**src/rtl/seg_pkg.sv**
```systemverilog
// Shared constants for the 7-segment scan controller: blank pattern and
// active-low polarity of anodes and segments.
package seg_pkg;

   localparam int unsigned NIB_W     = 4;
   localparam int unsigned SEG_W     = 7;

   localparam logic [SEG_W-1:0] SEG_BLANK = 7'b1111111;
   localparam logic SEG_ON  = 1'b0;
   localparam logic SEG_OFF = 1'b1;
   localparam logic AN_ON   = 1'b0;
   localparam logic AN_OFF  = 1'b1;

endpackage

```
**src/rtl/seg_scan_ctrl_led_disp.sv**
```systemverilog
// Hex nibble to active-low 7-segment pattern (bit 6 = a ... bit 0 = g).
module led_disp
   import seg_pkg::*;
(
   input  logic [NIB_W-1:0] i_hex,
   output logic [SEG_W-1:0] o_seg_c
);

   always_comb begin
      o_seg_c = SEG_BLANK;
      case (i_hex)
         4'h0: o_seg_c = 7'b0000001;
         4'h1: o_seg_c = 7'b1001111;
         4'h2: o_seg_c = 7'b0010010;
         4'h3: o_seg_c = 7'b0000110;
         4'h4: o_seg_c = 7'b1001100;
         4'h5: o_seg_c = 7'b0100100;
         4'h6: o_seg_c = 7'b0100000;
         4'h7: o_seg_c = 7'b0001111;
         4'h8: o_seg_c = 7'b0000000;
         4'h9: o_seg_c = 7'b0000100;
         4'hA: o_seg_c = 7'b0001000;
         4'hB: o_seg_c = 7'b1100000;
         4'hC: o_seg_c = 7'b0110001;
         4'hD: o_seg_c = 7'b1000010;
         4'hE: o_seg_c = 7'b0110000;
         4'hF: o_seg_c = 7'b0111000;
         default: o_seg_c = SEG_BLANK;
      endcase
   end

endmodule

```
**src/rtl/seg_scan_ctrl.sv**
```systemverilog
// Multiplexed 7-segment scan controller with double-buffered display value.
// Define SEG_SCAN_LZB_EN to enable leading-zero blanking.
module seg_scan_ctrl
   import seg_pkg::*;
#(
   parameter int unsigned DIGITS   = 4,
   parameter int unsigned PRESCALE = 50000
)(
   input  logic                      clk,
   input  logic                      rst_n,
   input  logic                      in_valid,
   input  logic [NIB_W*DIGITS-1:0]   in_value,
   output logic                      in_ready,
   input  logic [DIGITS-1:0]         blank_i,
   input  logic [DIGITS-1:0]         dp_i,
   output logic [SEG_W-1:0]          seg_o,
   output logic                      dp_o,
   output logic [DIGITS-1:0]         an_o,
   output logic                      frame_o
);

   localparam int unsigned CNT_W = (PRESCALE > 2) ? $clog2(PRESCALE) : 1;
   localparam int unsigned IDX_W = (DIGITS > 2) ? $clog2(DIGITS) : 1;
   localparam int unsigned VAL_W = NIB_W * DIGITS;
   localparam logic [CNT_W-1:0] CNT_LAST = CNT_W'(PRESCALE - 1);
   localparam logic [IDX_W-1:0] IDX_LAST = IDX_W'(DIGITS - 1);

   logic [CNT_W-1:0]  r_cnt;
   logic [IDX_W-1:0]  r_idx;
   logic [VAL_W-1:0]  r_disp;
   logic [VAL_W-1:0]  r_pend;
   logic              r_pend_full;
   logic [SEG_W-1:0]  r_seg;
   logic              r_dp;
   logic [DIGITS-1:0] r_an;
   logic              r_frame;

   logic              w_tick;
   logic              w_last;
   logic              w_xfer;
   logic              w_commit;
   logic [NIB_W-1:0]  w_nib;
   logic [SEG_W-1:0]  w_dec;
   logic              w_lzb;
   logic              w_dark;
   logic [SEG_W-1:0]  w_seg_nxt;
   logic              w_dp_nxt;
   logic [DIGITS-1:0] w_an_nxt;

   assign w_tick   = (r_cnt == CNT_LAST);
   assign w_last   = (r_idx == IDX_LAST);
   assign w_xfer   = in_valid & ~r_pend_full;
   assign w_commit = w_tick & w_last & r_pend_full;
   assign w_nib    = NIB_W'(r_disp >> {r_idx, 2'b00});

   led_disp u_led_disp (
      .i_hex   (w_nib),
      .o_seg_c (w_dec)
   );

`ifdef SEG_SCAN_LZB_EN
   logic [DIGITS-1:0] w_lz;

   // A digit is a leading zero when it and every digit above it are zero
   always_comb begin
      logic zero_above;
      w_lz       = '0;
      zero_above = 1'b1;
      for (int k = int'(DIGITS) - 1; k >= 1; k--) begin
         zero_above = zero_above & (r_disp[NIB_W*k +: NIB_W] == '0);
         w_lz[k]    = zero_above;
      end
   end

   assign w_lzb = w_lz[r_idx];
`else
   assign w_lzb = 1'b0;
`endif

   assign w_dark = blank_i[r_idx] | w_lzb;

   // Next values for the pin registers: guard slot, blanked digit, or lit digit
   always_comb begin
      w_an_nxt  = {DIGITS{AN_OFF}};
      w_seg_nxt = SEG_BLANK;
      w_dp_nxt  = SEG_OFF;
      if (!w_tick) begin
         w_an_nxt = ~(DIGITS'(1) << r_idx);
         if (!w_dark) begin
            w_seg_nxt = w_dec;
            w_dp_nxt  = ~dp_i[r_idx];
         end
      end
   end

   always_ff @(posedge clk) begin
      if (!rst_n) begin
         r_cnt <= '0;
         r_idx <= '0;
      end else begin
         r_cnt <= w_tick ? '0 : r_cnt + CNT_W'(1);
         if (w_tick) begin
            r_idx <= w_last ? '0 : r_idx + IDX_W'(1);
         end
      end
   end

   // Transfer and commit are mutually exclusive since ready is low while full
   always_ff @(posedge clk) begin
      if (!rst_n) begin
         r_disp      <= '0;
         r_pend      <= '0;
         r_pend_full <= 1'b0;
      end else if (w_xfer) begin
         r_pend      <= in_value;
         r_pend_full <= 1'b1;
      end else if (w_commit) begin
         r_disp      <= r_pend;
         r_pend_full <= 1'b0;
      end
   end

   always_ff @(posedge clk) begin
      if (!rst_n) begin
         r_an    <= {DIGITS{AN_OFF}};
         r_seg   <= SEG_BLANK;
         r_dp    <= SEG_OFF;
         r_frame <= 1'b0;
      end else begin
         r_an    <= w_an_nxt;
         r_seg   <= w_seg_nxt;
         r_dp    <= w_dp_nxt;
         r_frame <= w_tick & w_last;
      end
   end

   assign in_ready = ~r_pend_full;
   assign an_o     = r_an;
   assign seg_o    = r_seg;
   assign dp_o     = r_dp;
   assign frame_o  = r_frame;

endmodule

```
**config.mk**
```make
export PLATFORM = sky130hd
export DESIGN_NAME = seg_scan_ctrl
export DESIGN_NICKNAME = d
export VERILOG_FILES = /design/src/rtl/seg_pkg.sv /design/src/rtl/seg_scan_ctrl_led_disp.sv /design/src/rtl/seg_scan_ctrl.sv
export SDC_FILE = /design/constraint.sdc
export NUM_CORES = 1
export LEC_CHECK = 0
export CORE_ASPECT_RATIO = 2
export CORE_UTILIZATION = 54
export CTS_CLUSTER_SIZE = 12
export DETAILED_ROUTE_END_ITERATION = 10
export GPL_TIMING_DRIVEN = 0
export PLACE_DENSITY = 0.89
export SYNTH_ARGS = -nofsm -noshare
export SYNTH_HDL_FRONTEND = slang
export SYNTH_SLANG_ARGS = --single-unit
```
**constraint.sdc**
```tcl
create_clock -name clk -period 2.8 [get_ports clk]
set_input_delay 0.28 -clock clk [delete_from_list [all_inputs] [get_ports clk]]
set_output_delay 0.28 -clock clk [all_outputs]
set_load 0.005 [all_outputs]
```
==> flow_metrics.tcl <==
set metrics [dict create \
    status "finished clean" \
    clock_latency_ps 350 \
    ys_warn_count 0 \
    die_h_um 104 \
    drtAntennaViolNets 0 \
    drive_above_1_share_pct 7.16 \
    ys_seq_elements 64 \
    async_flop_share_pct 0 \
    synth.net_count 359 \
    drc 0 \
    cts_root_buffer "clkbuf_8" \
    syn2layout_area_growth_pct 24.4 \
    rows 36 \
    fin_skew_ps 3.77 \
    initial_core_util_pct 57.1 \
    cp_max_fo 10 \
    coreArea_um2 4950 \
    slew_headroom_pct 48.8 \
    vdd_drop_max_mv 0.412 \
    design.portCount 41 \
    die_area_um2 5550 \
    nets 410 \
    wire_per_inst_um 15.0 \
    grt_pass1_vias 2411 \
    p_clk_share_pct 44.4 \
    finalCritPeriodShare_pct 93.1 \
    drt-pass1-iter-count 4 \
    grt_pass1_wl_mm 10.8 \
    critPathKind "reg -> reg" \
    gp_congestion 0.900 \
    startpoint_type "flip-flop" \
    r2r_slack_ps 190 \
    rsz0062_at_grt "no" \
    p_sw_mw 0.396 \
    cts.path.max_buffers 2 \
    combPwrFrac_pct 5.8 \
    arrival_ps 2840 \
    io_buffers 40 \
    syn_area_per_cell_um2 8.81 \
    drv_slew 0 \
    fin_ws_ps 193 \
    utilization_pct 71.0 \
    grtUsageTotal_pct 26.7 \
    p_leak_nw 1.21 \
    final-setup-viol-count 0 \
    path_clk_slew_ps 60 \
    hold_path_class "reg -> reg" \
    drt_iter0_drc 70 \
    max_clock_freq_mhz 384 \
    numCtsBuffers 9 \
    max_cap_violations 0 \
    worst_pin_slew_ps 759 \
    synth_cell_types 39 \
    wirelength_mm 6.53 \
    min_period_ps 2610 \
    p_seq_share_pct 49.8 \
    cts.htree.levels 3 \
    insertedDiodeCount 0 \
    cts.sinks 64 \
    cts_tree "done" \
    yosysSeqAreaShare_pct 45.3 \
    dr_total_vias 2515 \
    drt-vias-per-instance 5.79 \
    die_w_um 53.2 \
    gr-total-overflow 0 \
    ff_latch_area_um2 1280 \
    hold_viol_final 0 \
    syn_inst 321 \
    intPower_mw 1.50 \
    pre_cts_slack_ps -8.67 \
    synth_flop_cell "dfxtp_1" \
    grt_max_degree 11 \
    p_sw_share_pct 20.8 \
    end_kind "flip-flop" \
    required_ps 3040 \
    synth_edf_count 0 \
    antenna_found_initial 0 \
    multi_input_comb_area_um2 1440 \
    powerDensity_nw_per_um2 540 \
    synth_area_um2 2830 \
    n_fill_cell 401 \
    place_hpwl_mm 4.79 \
]
routing by layer:
layer,GRT usage [%],share of wire [%]
met5,0,0
met1,25.4,35
met2,48.9,58
met3,6.58,4.2
met4,13.5,3.5
final cells by class:
| type | count | area share (%) |
|---|---|---|
| buffer | 17 | 1.88 |
| inverter | 10 | 1.07 |
| multi-input combinational | 230 | 41.0 |
| sequential | 64 | 36.4 |
| tap | 57 | 2.03 |
| timing repair buffer | 40 | 11.4 |
| clock inverter | 2 | 0.996 |
| clock buffer | 14 | 5.19 |
sequential cells by signal, summed over array words and instances (netlist names):
name,count
r_cnt,16
r_disp,16
r_pend,16
seg_o,7
an_o,4
r_idx,2
dp_o,1
frame_o,1
r_pend_full,1
cell usage after synthesis (all sizes together), types with 2 or more instances:
cell    count  area share, %
dfxtp      64             45
nand2      50            6.6
a21oi      42            7.4
o21ai      23            4.1
nand3      22            3.9
clkbuf     15            2.0
nor2       14            1.9
ha         11            4.9
or3        10            2.2
inv         9            1.2
xnor2       7            2.2
mux4        6            4.8
mux2i       5            1.8
nor4        4           0.88
o211ai      4            1.1
xor2        4            1.2
and3        3           0.66
nand3b      3           0.80
nand4       3           0.66
a22o        2           0.62
buf         2           0.31
mux2        2           0.80
nor3        2           0.35
cell families (layout without fill, tap and decap cells):
group                      Yosys count  after routing  synth area share (%)
and+or+nand+nor                    118            118                  20.2
AOI/OAI and AO/OA                   77             77                  15.3
DFF                                 64             64                  45.3
buffers and inverters               27             83                  3.63
muxes                               13             13                  7.35
adders and majority gates           11             11                  4.87
xor gates and xnor gates            11             11                  3.41
cell usage in the layout, fill, tap and decap left out, types with 4 or more instances in the layout:
cell | netlist | layout
nand3_1 | 22 | 22
mux2i_1 | 5 | 5
mux4_2 | 6 | 6
xor2_1 | 4 | 4
or3_1 | 10 | 10
nor2_1 | 14 | 14
clkbuf_1 | 15 | 16
nor4_1 | 4 | 4
o21ai_0 | 19 | 19
clkbuf_8 | 0 | 13
ha_1 | 11 | 11
nand2_1 | 50 | 50
o211ai_1 | 4 | 4
clkdlybuf4s50_1 | 0 | 40
inv_1 | 9 | 9
o21ai_1 | 4 | 4
xnor2_1 | 7 | 7
dfxtp_1 | 64 | 64
a21oi_1 | 42 | 42
power by group through the flow:
stage                     Sequential, mW  Combinational [mW]  Clock [mW]
final                              0.947               0.110       0.843
after global routing               0.949               0.124       0.901
after CTS                          0.947               0.112       0.849
after detailed placement           0.967               0.111           0
after global placement             0.966               0.107           0
after floorplan                    0.965              0.0461           0
timing repair:
item,4_1_cts,5_1_grt
hold endpoints to repair,0,0
hold buffers,0,0
resized for setup,1,0
buffers inserted,0,0
setup endpoints to repair,1,0
path summary, 6_finish.rpt:
kind / start / to / cells after the start
setup / recovery: r_idx[0] / seg_o[6] / 7
setup reg to reg: r_idx[0] / seg_o[6] / 7
hold reg to reg: r_cnt[0] / r_cnt[0] / 1
hold / removal: r_cnt[0] / r_cnt[0] / 1
per-stage QoR:
step	hold slack, ps	setup TNS (ps)	cells	total power, mW	cell area (um^2)
detailed placement	448	-8.67	418	1.08	3300
global route	481	0	434	1.97	3520
floorplan	416	0	321	1.01	2830
finish	450	0	434	1.90	3520
global placement	430	0	418	1.07	3300
CTS	458	0	434	1.91	3520
worst max-delay path: stages, from the launching register on:
cell     delay [ps]
dfxtp_1         490
buf_2           340
mux4_2          620
inv_1           150
ha_1            290
nor2_1           70
a22o_1          210
o31ai_1         320
Note: power is estimated with default switching activity, not from simulation.
